### config.mk
export PLATFORM = sky130hd
export DESIGN_NAME = ctrl_sequencer
export DESIGN_NICKNAME = d
export VERILOG_FILES = /design/src/rtl/ctrl_sequencer.sv
export SDC_FILE = /design/constraint.sdc
export NUM_CORES = 1
export LEC_CHECK = 0
export CORE_UTILIZATION = 40
export CTS_CLUSTER_SIZE = 30
export DETAILED_ROUTE_END_ITERATION = 7
export PLACE_DENSITY_LB_ADDON = 0.08
export SLEW_MARGIN = 20
export SYNTH_ARGS = -nofsm -noshare
export SYNTH_HDL_FRONTEND = slang
export SYNTH_SLANG_ARGS = --single-unit
### constraint.sdc
create_clock -name clk -period 2.7 [get_ports clk]
set_input_delay 0.405 -clock clk [delete_from_list [all_inputs] [get_ports clk]]
set_output_delay 0.405 -clock clk [all_outputs]
set_load 0.02 [all_outputs]
### src/rtl/ctrl_sequencer.sv
// Step sequencer and instruction register for the multicycle RISC controller.
// Build option: SEQ_ILLEGAL_TRAP_EN makes undefined opcodes trap into HALT instead of acting as NOPs.
//
// state | meaning
// RUN   | stepping through the current instruction
// HALT  | stopped after HLT (or a trapped opcode); waiting for Resume
module ctrl_sequencer #(
    parameter int RETIRE_W = 16
) (
    input  logic                clk,
    input  logic                Rst,
    input  logic [15:0]         InsWord,
    input  logic                Resume,
    output logic [2:0]          Cnt,
    output logic [4:0]          InsM,
    output logic [1:0]          InsL,
    output logic [2:0]          InsCond,
    output logic                IR_Load,
    output logic                Buff_PC,
    output logic                Halted,
    output logic                Illegal,
    output logic [RETIRE_W-1:0] RetireCnt
);

    typedef enum logic {RUN = 1'b0, HALT = 1'b1} state_t;

    state_t                state, state_next;
    logic [2:0]            cnt, cnt_next;
    logic [15:0]           ir;
    logic [RETIRE_W-1:0]   retire;
    logic                  retire_inc;
    logic                  illegal_next;
    logic [2:0]            last_step;
    logic                  is_hlt;
    logic                  is_undef;
    logic                  trap_hit;
    logic                  unused_ir_bits;

    assign InsM           = ir[15:11];
    assign InsCond        = ir[10:8];
    assign InsL           = ir[1:0];
    assign unused_ir_bits = ^ir[7:2];

    // Last step of each instruction class; 0 means "never ends on its own".
    always_comb begin
        last_step = 3'd0;
        is_hlt    = 1'b0;
        is_undef  = 1'b0;
        case (ir[15:11])
            5'b00000, 5'b00001, 5'b00010, 5'b00101,
            5'b00111, 5'b01000, 5'b01011,
            5'b10001, 5'b10010:                 last_step = 3'd3;
            5'b00011:                           last_step = 3'd4;
            5'b00100: if (ir[1:0] == 2'b00)     last_step = 3'd4;
                      else                      is_undef  = 1'b1;
            5'b00110: if (ir[1:0] == 2'b00 || ir[1:0] == 2'b01)
                                                last_step = 3'd3;
                      else                      is_undef  = 1'b1;
            5'b11000, 5'b11001, 5'b10000, 5'b10011:
                                                last_step = 3'd2;
            5'b11100: if (ir[1:0] == 2'b00)     last_step = 3'd2;
                      else if (ir[1:0] == 2'b01) is_hlt   = 1'b1;
                      else                      is_undef  = 1'b1;
            default:                            is_undef  = 1'b1;
        endcase
`ifndef SEQ_ILLEGAL_TRAP_EN
        if (is_undef)
            last_step = 3'd2;
`endif
    end

`ifdef SEQ_ILLEGAL_TRAP_EN
    assign trap_hit = (state == RUN) && (cnt == 3'd2) && (is_hlt || is_undef);
`else
    assign trap_hit = (state == RUN) && (cnt == 3'd2) && is_hlt;
`endif

    // Buff_PC depends only on registered state so InsWord never reaches it.
    assign Buff_PC = (state == RUN) && (cnt != 3'd0) && (cnt == last_step);
    assign IR_Load = (state == RUN) && (cnt == 3'd0);

    always_comb begin
        state_next   = state;
        cnt_next     = cnt;
        illegal_next = 1'b0;
        retire_inc   = 1'b0;
        case (state)
            RUN: begin
                if (cnt >= 3'd5 || Buff_PC) begin
                    cnt_next   = 3'd0;
                    retire_inc = Buff_PC;
                end else if (trap_hit) begin
                    state_next   = HALT;
                    illegal_next = is_undef;
                end else begin
                    cnt_next = cnt + 3'd1;
                end
            end
            HALT: begin
                if (Resume) begin
                    state_next = RUN;
                    cnt_next   = 3'd0;
                    retire_inc = 1'b1;
                end
            end
            default: begin
                state_next = RUN;
                cnt_next   = 3'd0;
            end
        endcase
    end

    always_ff @(posedge clk) begin
        if (Rst) begin
            state  <= RUN;
            cnt    <= 3'd0;
            ir     <= 16'h0000;
            retire <= '0;
        end else begin
            state <= state_next;
            cnt   <= cnt_next;
            if (IR_Load)
                ir <= InsWord;
            if (retire_inc)
                retire <= retire + RETIRE_W'(1);
        end
    end

`ifdef SEQ_ILLEGAL_TRAP_EN
    logic illegal_q;
    always_ff @(posedge clk) begin
        if (Rst)
            illegal_q <= 1'b0;
        else
            illegal_q <= illegal_next;
    end
    assign Illegal = illegal_q;
`else
    logic unused_illegal;
    assign unused_illegal = illegal_next;
    assign Illegal        = 1'b0;
`endif

    assign Cnt       = cnt;
    assign Halted    = (state == HALT);
    assign RetireCnt = retire;

endmodule

* Yosys cells after proc, flatten, opt, wreduce, memory -nomap -nowiden
Index checks and enable logic that the tools add are counted.
** Word-level totals
- Register bits after elaboration :: 36
- Latch bits :: 0
- Memory bits (writable) :: 0
- Bits in read-only memories :: 0
- Bits of input ports :: 19
- Output and inout bits :: 33
- Logic and storage cells :: 68
- Memories kept :: 0
** Cells by class
- Add/sub/neg operators :: 2
- Multipliers :: 0
- Divide/modulo/power cells :: 0
- $lt $le $gt $ge :: 1
- Equality and inequality tests :: 21
- Shifts and indexed selects :: 0
- Multiplexer cells :: 24
- Bitwise gates (word level) :: 1
- Reductions and logical operators :: 15
** Operator list (number)
- 5-bit == test, second input constant :: 7
- 5-bit by 3-bit == test with 1-bit output, second input constant :: 4
- 3-bit case mux with 6 select lines :: 1
- 16-bit by 1-bit adder with 16-bit output, second input constant :: 1
- 3-bit two-way mux :: 5
- 14-bit OR reduction :: 1
- 1-bit two-way mux :: 12
- 5-bit by 2-bit == test with 1-bit output, second input constant :: 2
- 5-bit by 4-bit == test with 1-bit output, second input constant :: 2
- 9-bit OR reduction :: 1
- 3-bit case mux with 2 select lines :: 1
- 5-bit by 1-bit == test with 1-bit output, second input constant :: 1
- 1-bit logical AND :: 5
- 5-bit zero test :: 1
- 2-bit two-way mux :: 2
- 1-bit case mux with 2 select lines :: 2
- 1-bit case mux with 4 select lines :: 1
- 4-bit OR reduction :: 1
- 3-bit by 1-bit adder with 3-bit output, second input constant :: 1
- 3-bit by 2-bit == test with 1-bit output, second input constant :: 1
- 3-bit == test :: 1
- 3-bit greater-or-equal comparator, second input constant :: 1
- 3-bit zero test :: 1
- 3-bit by 2-bit inequality test with 1-bit output, second input constant :: 1
- 7 further kinds :: 8

* Depth between registers and ports, before layout
Gate-level depths: netlist of run 1.
- Depth in word-level cells :: 10
- Gate-level depth with buffers :: 10
- Gate-level depth less buffers :: 8

* Least setup slack after synthesis of run 1
Ideal clock, no wire load.
- Path kind :: register to register
- Start point :: reg ir[12]
- End point :: reg cnt[0], in the netlist Cnt[0]
- Library setup time :: 121 ps
- Arrival :: 2695 ps
- Data required time :: 2579 ps
- Path slack :: -115 ps
- Stages on the path, launching flop included :: 9
- Path buffers :: 1
- Period minus slack after synthesis :: 2815 ps
- Path through :: dfxtp_1 -> buf_2 -> or3b_2 -> a21oi_1 -> nor3_1 -> o22ai_1 -> nor2_1 -> o41ai_1 -> mux2_2
** On the way
- Longest elaborated chain between the ends :: 9
- Elaborated cells on any way between the ends :: 32
- Those cells by class :: eq/ne (18); mux (6); reduce/logical (8)
** Ends and longest elaborated chain
- start, declared :: RTL line 29 : logic [15:0] ir;
- start signal, assigned :: RTL line 123 : ir <= InsWord;
- 5-bit == test (tied with other cells) :: RTL line 49 : case (ir[15:11])
- 14-bit OR reduction (no source line) (tied with other cells)
- 1-bit case mux with 4 select lines / 3-bit case mux with 6 select lines (equally long branches) :: RTL line 49
- 3-bit two-way mux * :: RTL line 67 : if (is_undef)
- 3-bit == test * :: RTL line 79 : assign Buff_PC = (state == RUN) && (cnt != 3'd0) && (cnt == last_step);
- 1-bit logical AND * :: RTL line 79
- via Buff_PC :: RTL line 19 : output logic Buff_PC,
- 1-bit logical OR * :: RTL line 89 : if (cnt >= 3'd5 || Buff_PC) begin
- 3-bit two-way mux / 3-bit by 2-bit inequality test with 1-bit output (equally long branches)
- 3-bit case mux with 2 select lines / 2-bit AND reduction (equally long branches)
- end signal, assigned :: RTL line 121 : cnt <= cnt_next;
- end, declared :: RTL line 28 : logic [2:0] cnt, cnt_next;
The timed path passes the listed nets; every way through them passes the cells marked *.
A chain may end at the register's enable or synchronous reset.

* Final worst setup path of run 1
- Start point :: reg ir[14]
- End point :: reg retire[7], in the netlist RetireCnt[7]
** On the way
- Longest elaborated chain between the ends :: 9
- Elaborated cells on any way between the ends :: 28
- Those cells by class :: eq/ne (17); mux (5); reduce/logical (6)
** Ends and longest elaborated chain
- 5-bit == test (tied with other cells) :: RTL line 49
- 14-bit OR reduction (no source line) (tied with other cells)
- 1-bit case mux with 4 select lines / 3-bit case mux with 6 select lines (equally long branches) :: RTL line 49
- 3-bit two-way mux * :: RTL line 67
- 3-bit == test * :: RTL line 79
- 1-bit logical AND * :: RTL line 79
- 1-bit logical OR :: RTL line 89
- 1-bit two-way mux * :: RTL line 89
- 1-bit case mux with 2 select lines * :: RTL line 87 : case (state)
- end signal, assigned :: RTL line 125 : retire <= retire + RETIRE_W'(1);
- end, declared :: RTL line 30 : logic [RETIRE_W-1:0] retire;
Mark *: on every way between the ends. The rest lies on a longest branch, timed or not.

==> run_results.csv, run 1 <==
group,metric,value,unit
synthesis,synthesis.instances,211,
floorplanning,floorplan.die.height,66.62,µm
worst_hold_path,timing.hold.worst_path_depth,2,
power_and_ir_drop,max-vdd-ir-drop,0.0006195,V
sta,worst_slack,0.03118,ns
place,gp_congestion,0.7744,
flow_run,max_cap_viol_count,0,
final_layout,antenna_cells,0,
final_layout,finalInstanceArea,2574,µm²
global_route,antenna_violations_before_repair,0,
sta,final-hold-violation-count,0,
synthesis,share_of_synthesized_registers_carrying_an_async_set_or_reset,0,
detailed_routing,route.detailed.vias_per_inst,5.399,
clock_network,worst_setup_hold_path_clk_slew,0.06,ns
floorplanning,dieWidth,66.62,µm
synthesis,yosys_register_bits,30,
sta,clock_skew,0.005618,ns
floorplanning,placementRows,23,
worst_setup_path,r2r_end,"RetireCnt[7]",
power_and_ir_drop,seq_power_share,0.290,
worst_setup_path,timing.setup.critical_path_class,"register to register",
global_route,grt_overflow,0,
clock_network,cts_buffers,5,
sta,finalCritPeriodShare,0.9885,
worst_setup_path,reg2reg_depth,8,
synthesis,synth.yosys.seq_area_share,0.3596,
clock_network,cts_tree,"built",
floorplanning,ios,52,
sta,final-max-slew-violation-count,0,
power_and_ir_drop,cell_internal_pwr,1.262,mW
power_and_ir_drop,clkPwrFrac,0.233,
place,place_ws,-0.04148,ns
synthesis,postSynthAreaPerCell,7.916,µm²
global_route,via_count_of_the_first_global_routing_pass,1510,
synthesis,post_synth_main_area_contributors,"sky130_fd_sc_hd__dfxtp_1, sky130_fd_sc_hd__a21oi_1, sky130_fd_sc_hd__nand2_1",
sta,number_of_setup_violations_in_the_final_report,0,
floorplanning,floorplan.initialDensity,0.4176,
synthesis,synth.yosys.warnings,0,
place,placed_area,2305,µm²
synthesis,yosys.area.top_type_share,0.3596,
synthesis,syn_area,1670,µm²
worst_setup_path,timing.rr.start,"ir[14]",
final_layout,layout_overhead_on_the_synthesized_area,54.08,%
place,port-buffer-count,44,
sta,period_minus_slack,2.669,ns
final_layout,net_count_final,300,
synthesis,synth.distinct_cells,51,
worst_setup_path,cp_arrival,2.88,ns
detailed_routing,detail_route.wirelength,4606,µm
detailed_routing,detailedRoute.firstPassIterationCount,4,
power_and_ir_drop,post-layout-total-power,1.952,mW
synthesis,synth_edf_count,0,
detailed_routing,number_of_remaining_drc_errors,0,
synthesis,top_cell_type_by_total_area_after_synthesis,"sky130_fd_sc_hd__dfxtp_1",
floorplanning,design.die.area,4438,µm²
floorplanning,core_area,4000,µm²
status,run_status,"completed",
detailed_routing,ant_nets,0,
synthesis,main_flop_type_after_synthesis,"sky130_fd_sc_hd__dfxtp_1",
worst_setup_path,worstPathRequired,2.92,ns
power_and_ir_drop,power_switching,689.2,µW
clock_network,cts.hold.buffers_added,0,
sta,rsz0062_at_grt,"yes",
worst_setup_path,critPathCaptureType,"register",
worst_hold_path,hold_class,"register to register",
detailed_routing,routed_wire_length_per_instance,14.13,µm
clock_network,cts.sinks,30,
clock_network,cts.htree.levels,2,
worst_setup_path,timing.critical_path.from_type,"register",
power_and_ir_drop,power_leakage,0.9505,nW
global_route,grt_first_pass_wirelength,6644,µm
clock_network,cts_root_buf,"sky130_fd_sc_hd__clkbuf_8",
worst_setup_path,critical_path_peak_fanout,6,
power_and_ir_drop,p_sw_frac,0.3532,
power_and_ir_drop,power_density_over_the_cells,758.3,nW/µm²
final_layout,finish.utilization,0.6434,
final_layout,filler_cell_count,359,
sta,hold_slack,0.4554,ns
detailed_routing,vias,1760,
synthesis,syn-num-nets,235,
detailed_routing,dr.first_iter.drc_count,43,
place,dp_hpwl,3054,µm
global_route,global_route_total_usage_across_every_layer,0.1966,
worst_hold_path,min_delay_worst_endpoint,"ir[10]",
worst_hold_path,min_from,"ir[10]",
sta,max_freq,0.3747,GHz
worst_setup_path,regToRegSetupSlack,0.03,ns
global_route,pin_count_of_the_biggest_net_entering_global_routing,23,
final_layout,layout-drive-gt1-share,0.2355,
clock_network,ctsLongestPathBuffers,2,
clock_network,clk_latency,0.28,ns
power_and_ir_drop,pwr-share-comb,0.477,
[power groups by stage]
stage	clock network [mW]	logic (mW)	registers, mW
after CTS	0.468	0.834	0.559
final	0.455	0.931	0.565
after global placement	0	0.822	0.568
after floorplan	0	0.407	0.639
after detailed placement	0	0.831	0.569
after global routing	0.487	1.01	0.575
[cells in the mapped netlist (2+ instances only)]
cell,instances
sky130_fd_sc_hd__nand2_1,31
sky130_fd_sc_hd__and2_1,2
sky130_fd_sc_hd__inv_1,7
sky130_fd_sc_hd__and3b_1,2
sky130_fd_sc_hd__clkbuf_1,9
sky130_fd_sc_hd__nor4bb_1,2
sky130_fd_sc_hd__nand4_1,5
sky130_fd_sc_hd__nand4b_1,2
sky130_fd_sc_hd__nand2b_1,2
sky130_fd_sc_hd__nor2_1,12
sky130_fd_sc_hd__or3_1,10
sky130_fd_sc_hd__o22ai_1,2
sky130_fd_sc_hd__mux2i_1,4
sky130_fd_sc_hd__o21ai_0,13
sky130_fd_sc_hd__and3_1,4
sky130_fd_sc_hd__o31ai_1,4
sky130_fd_sc_hd__nor3_1,3
sky130_fd_sc_hd__ha_1,5
sky130_fd_sc_hd__nand3_1,3
sky130_fd_sc_hd__or4_1,4
sky130_fd_sc_hd__dfxtp_1,30
sky130_fd_sc_hd__a21oi_1,25
sky130_fd_sc_hd__buf_1,2
[logic make-up after synthesis]
group | count (synthesis) | share of synthesized area
simple gates | 90 | 0.2921
compound gates | 58 | 0.2180
xor+xnor | 1 | 0.005244
flops | 30 | 0.3596
buf+inv | 21 | 0.05468
mux | 5 | 0.03071
other cells | 1 | 0.002245
fa+ha+maj | 5 | 0.03745
[metrics by stage]
stage / setup TNS, ns / std cells
2_1_floorplan: 0 / 211
3_3_place_gp: -0.02820 / 315
3_5_place_dp: -0.04148 / 315
4_1_cts: 0 / 322
5_1_grt: -0.2155 / 326
6_report: 0 / 326
[per-layer routing]
metal / GRT usage / wire, µm / vias to the layer above
li1: - / - / 894
met1: 0.2368 / 2038 / 827
met2: 0.3434 / 2328 / 33
met3: 0.04110 / 175 / 6
met4: 0.06383 / 63 / 0
met5: 0 / 0 / -
[flip-flops by register name, indices dropped and copies added (netlist names)]
signal / flops
Cnt: 3
Halted: 1
RetireCnt: 16
ir: 10
[how the worst max path moves through the flow]
stage / startpoint / end / cells past startpoint
2_1_floorplan: ir[12] / Cnt[0] / 8
3_3_place_gp: ir[15] / Buff_PC / 7
3_5_place_dp: ir[15] / Buff_PC / 7
4_1_cts: ir[14] / Buff_PC / 6
5_1_grt: ir[14] / RetireCnt[12] / 11
6_report: ir[14] / RetireCnt[7] / 8
[placed cells by master, fill, tap and decap left out, types with 6 or more instances in the layout]
cell type / n
sky130_fd_sc_hd__a21oi_1: 20
sky130_fd_sc_hd__buf_4: 22
sky130_fd_sc_hd__clkbuf_8: 6
sky130_fd_sc_hd__clkdlybuf4s50_1: 43
sky130_fd_sc_hd__dfxtp_1: 25
sky130_fd_sc_hd__inv_1: 7
sky130_fd_sc_hd__nand2_1: 31
sky130_fd_sc_hd__nor2_1: 11
sky130_fd_sc_hd__o21ai_0: 12
[area by class of cell]
cell class,instances,area [µm²],area share
clock buffers,6,82.58,0.03209
clock inverters,1,30.03,0.01167
inverters,7,26.28,0.01021
multi-input cells,161,1104,0.4288
flip-flops and latches,30,611.8,0.2377
well taps,50,62.56,0.02431
repair buffers,71,656.9,0.2552
[what timing repair did]
item	in CTS	in global routing
cloned	0	1
setup buffers	0	3
setup endpoints to repair	1	16
pin swaps	0	20
hold endpoints to repair	0	0
gates resized for setup	4	31
[critical path, stage by stage, from the launching register on]
cell and delay [ns]:
sky130_fd_sc_hd__dfxtp_4 0.36, sky130_fd_sc_hd__or3b_1 0.35, sky130_fd_sc_hd__a211o_1 0.28, sky130_fd_sc_hd__and4_4 0.17, sky130_fd_sc_hd__a2111o_1 0.42, sky130_fd_sc_hd__buf_6 0.15
sky130_fd_sc_hd__o2bb2a_4 0.25, sky130_fd_sc_hd__or4_4 0.51, sky130_fd_sc_hd__a21oi_2 0.11
No activity file was read; power rests on OpenSTA's default activity.
==> run 2: changes to the inputs <==
Settings changed: MAX_ROUTING_LAYER set to met4.
==> run_results.csv, run 2 (synthesis gave the netlist of run 1 again) <==
group,metric,value,unit
final_layout,largest_register_ff_count,16,
detailed_routing,detail_route.wirelength,4612,µm
power_and_ir_drop,power_density_over_the_cells,758.6,nW/µm²
power_and_ir_drop,seq_power_share,0.290,
final_layout,layout-drive-gt1-share,0.2355,
sta,timing.setup.tns,0,ns
sta,finalCritPeriodShare,0.9886,
power_and_ir_drop,clkPwrFrac,0.233,
final_layout,net_count_final,300,
detailed_routing,route.detailed.vias_per_inst,5.399,
sta,final-hold-violation-count,0,
clock_network,cts_tree,"built",
worst_setup_path,timing.setup.critical_path_class,"register to register",
flow_run,max_cap_viol_count,0,
status,run_status,"completed",
power_and_ir_drop,post-layout-total-power,1.952,mW
global_route,via_count_of_the_first_global_routing_pass,1508,
detailed_routing,met2_wirelength,2350,µm
floorplanning,floorplan.die.height,66.62,µm
final_layout,finish.utilization,0.6434,
final_layout,mostFrequentLayoutCells,"sky130_fd_sc_hd__clkdlybuf4s50_1, sky130_fd_sc_hd__nand2_1, sky130_fd_sc_hd__dfxtp_1",
power_and_ir_drop,p_sw_frac,0.3534,
power_and_ir_drop,power_switching,690.1,µW
place,port-buffer-count,44,
clock_network,cts.sinks,30,
global_route,pin_count_of_the_biggest_net_entering_global_routing,23,
floorplanning,placementRows,23,
worst_setup_path,critPathCaptureType,"register",
power_and_ir_drop,power_leakage,0.9505,nW
power_and_ir_drop,cell_internal_pwr,1.262,mW
worst_setup_path,critical_path_peak_fanout,6,
global_route,global_route_total_usage_across_every_layer,0.2022,
clock_network,cts.hold.buffers_added,0,
detailed_routing,dr_wl_met3,166,µm
clock_network,clk_latency,0.28,ns
detailed_routing,ant_nets,0,
detailed_routing,routed_wire_length_per_instance,14.15,µm
detailed_routing,detailedRoute.firstPassIterationCount,4,
worst_setup_path,worstPathRequired,2.92,ns
sta,clock_skew,0.005828,ns
worst_hold_path,hold_class,"register to register",
worst_setup_path,cp_arrival,2.89,ns
floorplanning,dieWidth,66.62,µm
floorplanning,design.die.area,4438,µm²
detailed_routing,number_of_remaining_drc_errors,0,
global_route,antenna_violations_before_repair,0,
sta,number_of_setup_violations_in_the_final_report,0,
clock_network,cts_root_buf,"sky130_fd_sc_hd__clkbuf_8",
global_route,grt_first_pass_wirelength,6658,µm
power_and_ir_drop,pwr-share-comb,0.477,
final_layout,layout_overhead_on_the_synthesized_area,54.08,%
detailed_routing,dr.first_iter.drc_count,43,
sta,period_minus_slack,2.669,ns
sta,max_freq,0.3746,GHz
global_route,grt_overflow,0,
detailed_routing,wl_met1,2032,µm
detailed_routing,vias,1760,
clock_network,ctsLongestPathBuffers,2,
place,gp_congestion,0.7849,
clock_network,cts.htree.levels,2,
floorplanning,core_area,4000,µm²
detailed_routing,top_layer_used,"met4",
floorplanning,floorplan.initialDensity,0.4176,
sta,worst_slack,0.03082,ns
final_layout,antenna_cells,0,
clock_network,worst_setup_hold_path_clk_slew,0.06,ns
place,dp_hpwl,3054,µm
sta,rsz0062_at_grt,"yes",
place,place_ws,-0.04148,ns
floorplanning,ios,52,
worst_setup_path,timing.critical_path.from_type,"register",
sta,final-max-slew-violation-count,0,
clock_network,cts_buffers,5,
power_and_ir_drop,max-vdd-ir-drop,0.0006204,V
final_layout,layout.cells.most_common,"sky130_fd_sc_hd__clkdlybuf4s50_1",
==> run 2: cell counts in the layout (fill, tap and decap cells not counted) <==
Identical to the previous run, type by type.
==> run 2: worst max-delay path: stages (launching register included) <==
cell	delay, ns
sky130_fd_sc_hd__dfxtp_4	0.36
sky130_fd_sc_hd__or3b_1	0.35
sky130_fd_sc_hd__a211o_1	0.28
sky130_fd_sc_hd__and4_4	0.17
sky130_fd_sc_hd__a2111o_1	0.42
sky130_fd_sc_hd__buf_6	0.15
sky130_fd_sc_hd__o2bb2a_4	0.25
sky130_fd_sc_hd__or4_4	0.52
sky130_fd_sc_hd__a21oi_2	0.11
==> run 2: area by class of cell <==
class                      instances  area, µm²
fill                             359       1426
multi-input combinational        161       1104
timing repair buffer              71      656.9
sequential                        30      611.8
clock buffer                       6      82.58
tap                               50      62.56
clock inverter                     1      30.03
inverter                           7      26.28
==> run 2: path summary, 6_finish.rpt <==
check	start	endpoint	slack (ns)	depth (start not counted)
min reg2reg	ir[10]	ir[10]	0.46	2
min	ir[10]	ir[10]	0.46	2
max	ir[14]	RetireCnt[7]	0.03	8
max reg2reg	ir[14]	RetireCnt[7]	0.03	8
==> run 2: repair_timing <==
action                                  CTS  global route
cloned                                    0             1
pin swaps                                 0            20
endpoints found under the setup margin    1            16
setup buffers                             0             3
resized for setup                         4            31
==> run 2: metrics by stage <==
step / instances / instance area, µm² / hold WS, ns
6_report: 326 / 2574 / 0.4554
4_1_cts: 322 / 2419 / 0.4568
3_3_place_gp: 315 / 2305 / 0.4419
2_1_floorplan: 211 / 1699 / 0.5267
5_1_grt: 326 / 2574 / 0.4800
3_5_place_dp: 315 / 2305 / 0.4478
==> run 2: power by group through the flow <==
stage	clock (mW)	sequential, mW	combinational (mW)
after floorplan	0	0.639	0.407
after global placement	0	0.568	0.822
after detailed placement	0	0.569	0.831
after CTS	0.468	0.559	0.834
after global routing	0.489	0.575	1.01
final	0.456	0.565	0.931
==> run 2: metal layers <==
metal / global-route usage / vias to the layer above
met4: 0.06383 / 0
met5: - / -
met1: 0.2388 / 828
met3: 0.04110 / 6
met2: 0.3422 / 32
li1: - / 894
==> run 3: changes to the inputs <==
Settings changed: CORE_MARGIN set to 2.
==> run_results.csv, run 3 (synthesis gave the netlist of run 1 again) <==
group,metric,value,unit
sta,final-hold-violation-count,0,
worst_setup_path,largest_delay_share_family_worst_path,"compound AO/OA/AOI/OAI gates",
clock_network,ctsLongestPathBuffers,2,
floorplanning,dieWidth,68.62,µm
final_layout,layout.cells.most_common,"sky130_fd_sc_hd__clkdlybuf4s50_1",
clock_network,cts.sinks,30,
sta,clock_skew,0.003025,ns
floorplanning,core_area,4000,µm²
worst_setup_path,path_cells,"or2b_1 > o32a_1 > o22a_1 > a2111o_1 > buf_6 > o2bb2a_4 > or4_1 > a21oi_1",
power_and_ir_drop,p_sw_frac,0.3732,
global_route,globalRouteMet3Util,0.04545,
global_route,busiest_layer,"met2",
clock_network,cts.htree.levels,2,
global_route,grt_first_pass_wirelength,6630,µm
worst_hold_path,hold_class,"register to register",
power_and_ir_drop,power_leakage,0.9116,nW
detailed_routing,number_of_remaining_drc_errors,0,
detailed_routing,routed_wire_length_per_instance,13.67,µm
sta,number_of_setup_violations_in_the_final_report,0,
clock_network,cts_buffers,5,
detailed_routing,dr.first_iter.drc_count,113,
floorplanning,floorplan.initialDensity,0.4176,
global_route,global_route_total_usage_across_every_layer,0.1957,
worst_setup_path,crit_end,"RetireCnt[5]",
floorplanning,placementRows,23,
sta,hold_slack,0.4534,ns
detailed_routing,ant_nets,0,
global_route,antenna_violations_before_repair,0,
final_layout,net_count_final,297,
worst_setup_path,timing.setup.critical_path_class,"register to register",
clock_network,clk_latency,0.28,ns
worst_setup_path,regToRegSetupSlack,0.06,ns
sta,final-max-slew-violation-count,0,
global_route,grt_overflow,0,
sta,finalCritPeriodShare,0.9770,
floorplanning,floorplan.die.height,68.62,µm
place,port-buffer-count,44,
worst_setup_path,critPathCaptureType,"register",
sta,max_freq,0.3791,GHz
worst_setup_path,path_depth,8,
detailed_routing,detail_route.wirelength,4428,µm
floorplanning,design.die.area,4709,µm²
worst_setup_path,timing.rr.start,"ir[13]",
clock_network,cts_root_buf,"sky130_fd_sc_hd__clkbuf_8",
global_route,grt_use_met2,0.3041,
worst_setup_path,worstPathRequired,2.91,ns
flow_run,max_cap_viol_count,0,
place,dp_hpwl,2908,µm
clock_network,cts_tree,"built",
worst_setup_path,r2r_end,"RetireCnt[5]",
detailed_routing,route.detailed.vias_per_inst,5.265,
worst_setup_path,timing.critical_path.from_type,"register",
detailed_routing,vias,1706,
power_and_ir_drop,pwr-share-comb,0.487,
worst_setup_path,critical_path_peak_fanout,5,
power_and_ir_drop,clkPwrFrac,0.206,
place,gp_congestion,0.7801,
final_layout,mostFrequentLayoutCells,"sky130_fd_sc_hd__clkdlybuf4s50_1, sky130_fd_sc_hd__nand2_1, sky130_fd_sc_hd__dfxtp_1",
worst_setup_path,worst_path_largest_cell_delay,0.49,ns
final_layout,antenna_cells,0,
worst_hold_path,min_from,"ir[8]",
floorplanning,ios,52,
worst_setup_path,reg2reg_depth,8,
power_and_ir_drop,power_density_over_the_cells,737.8,nW/µm²
status,run_status,"completed",
power_and_ir_drop,seq_power_share,0.307,
worst_setup_path,cp_arrival,2.85,ns
worst_setup_path,timing.critical_path.from,"ir[13]",
clock_network,worst_setup_hold_path_clk_slew,0.07,ns
power_and_ir_drop,post-layout-total-power,1.834,mW
global_route,grt_util_met1,0.2393,
worst_hold_path,timing.hold.worst_path_depth,2,
worst_setup_path,critical_path.n_buffers_inverters,1,
power_and_ir_drop,max-vdd-ir-drop,0.0003891,V
power_and_ir_drop,cell_internal_pwr,1.150,mW
power_and_ir_drop,power_switching,684.6,µW
worst_setup_path,worst_path_max_delay_cell,"sky130_fd_sc_hd__or4_1",
detailed_routing,detailedRoute.firstPassIterationCount,4,
sta,period_minus_slack,2.638,ns
final_layout,layout-drive-gt1-share,0.1934,
final_layout,largest_register_ff_count,16,
global_route,via_count_of_the_first_global_routing_pass,1473,
sta,rsz0062_at_grt,"yes",
final_layout,layout_overhead_on_the_synthesized_area,48.84,%
global_route,pin_count_of_the_biggest_net_entering_global_routing,31,
==> run 3: cell types whose count changed in the layout (fill, tap and decap cells not counted), moves of 2 or more <==
cell,before,now
sky130_fd_sc_hd__dfxtp_4,2,0
sky130_fd_sc_hd__buf_4,22,20
sky130_fd_sc_hd__or3_4,5,1
sky130_fd_sc_hd__or3_1,5,9
==> run 3: area by class of cell <==
class	instances	area, µm²
clock buffers	7	86.33
clock inverters	1	5.005
fillers	371	1514
inverters	7	26.28
multi-input cells	161	1070
flip-flops and latches	30	605.6
well taps	50	62.56
repair buffers	68	630.6
==> run 3: worst reg2reg max path, cell delays in order, from the launching register on <==
cell and delay, ns:
sky130_fd_sc_hd__dfxtp_2 0.36, sky130_fd_sc_hd__or2b_1 0.25, sky130_fd_sc_hd__o32a_1 0.33, sky130_fd_sc_hd__o22a_1 0.19
sky130_fd_sc_hd__a2111o_1 0.46, sky130_fd_sc_hd__buf_6 0.15, sky130_fd_sc_hd__o2bb2a_4 0.21, sky130_fd_sc_hd__or4_1 0.49
sky130_fd_sc_hd__a21oi_1 0.14
==> run 3: worst min path at each step <==
stage / to / slack [ns]
3_3_place_gp: ir[8] / 0.44
5_1_grt: ir[8] / 0.49
4_1_cts: ir[8] / 0.46
2_1_floorplan: ir[13] / 0.53
6_report: ir[8] / 0.45
3_5_place_dp: ir[8] / 0.45
==> run 3: power groups by stage <==
stage	clock network, mW	registers, mW	logic, mW
after floorplan	0	0.639	0.407
after global placement	0	0.566	0.810
after detailed placement	0	0.566	0.813
after CTS	0.384	0.557	0.825
after global routing	0.409	0.575	0.978
final	0.377	0.564	0.893
==> run 3: repair_timing <==
item,CTS,global route
endpoints found under the hold margin,0,0
cloned,0,1
setup endpoints to repair,12,15
hold buffers,0,0
pin swaps,4,23
gates resized for setup,5,17
buffers inserted,1,4
==> run 3: routing by layer <==
metal,up-vias,part of all wire
met4,0,0.015
met2,23,0.47
met1,786,0.48
li1,892,-
met3,5,0.035
met5,-,0
==> run 3: stage by stage <==
| step | TNS, ns | instance area, µm² | setup slack, ns | instances | utilization |
|---|---|---|---|---|---|
| 2_1_floorplan | 0 | 1699 | 0.01973 | 211 | - |
| 6_report | 0 | 2486 | 0.06198 | 324 | 0.6215 |
| 4_1_cts | 0 | 2370 | 0.01988 | 319 | 0.5924 |
| 3_3_place_gp | -0.01475 | 2267 | -0.01475 | 310 | 0.5668 |
| 3_5_place_dp | -0.07550 | 2267 | -0.06096 | 310 | 0.5668 |
| 5_1_grt | -0.07823 | 2486 | -0.02676 | 324 | 0.6215 |
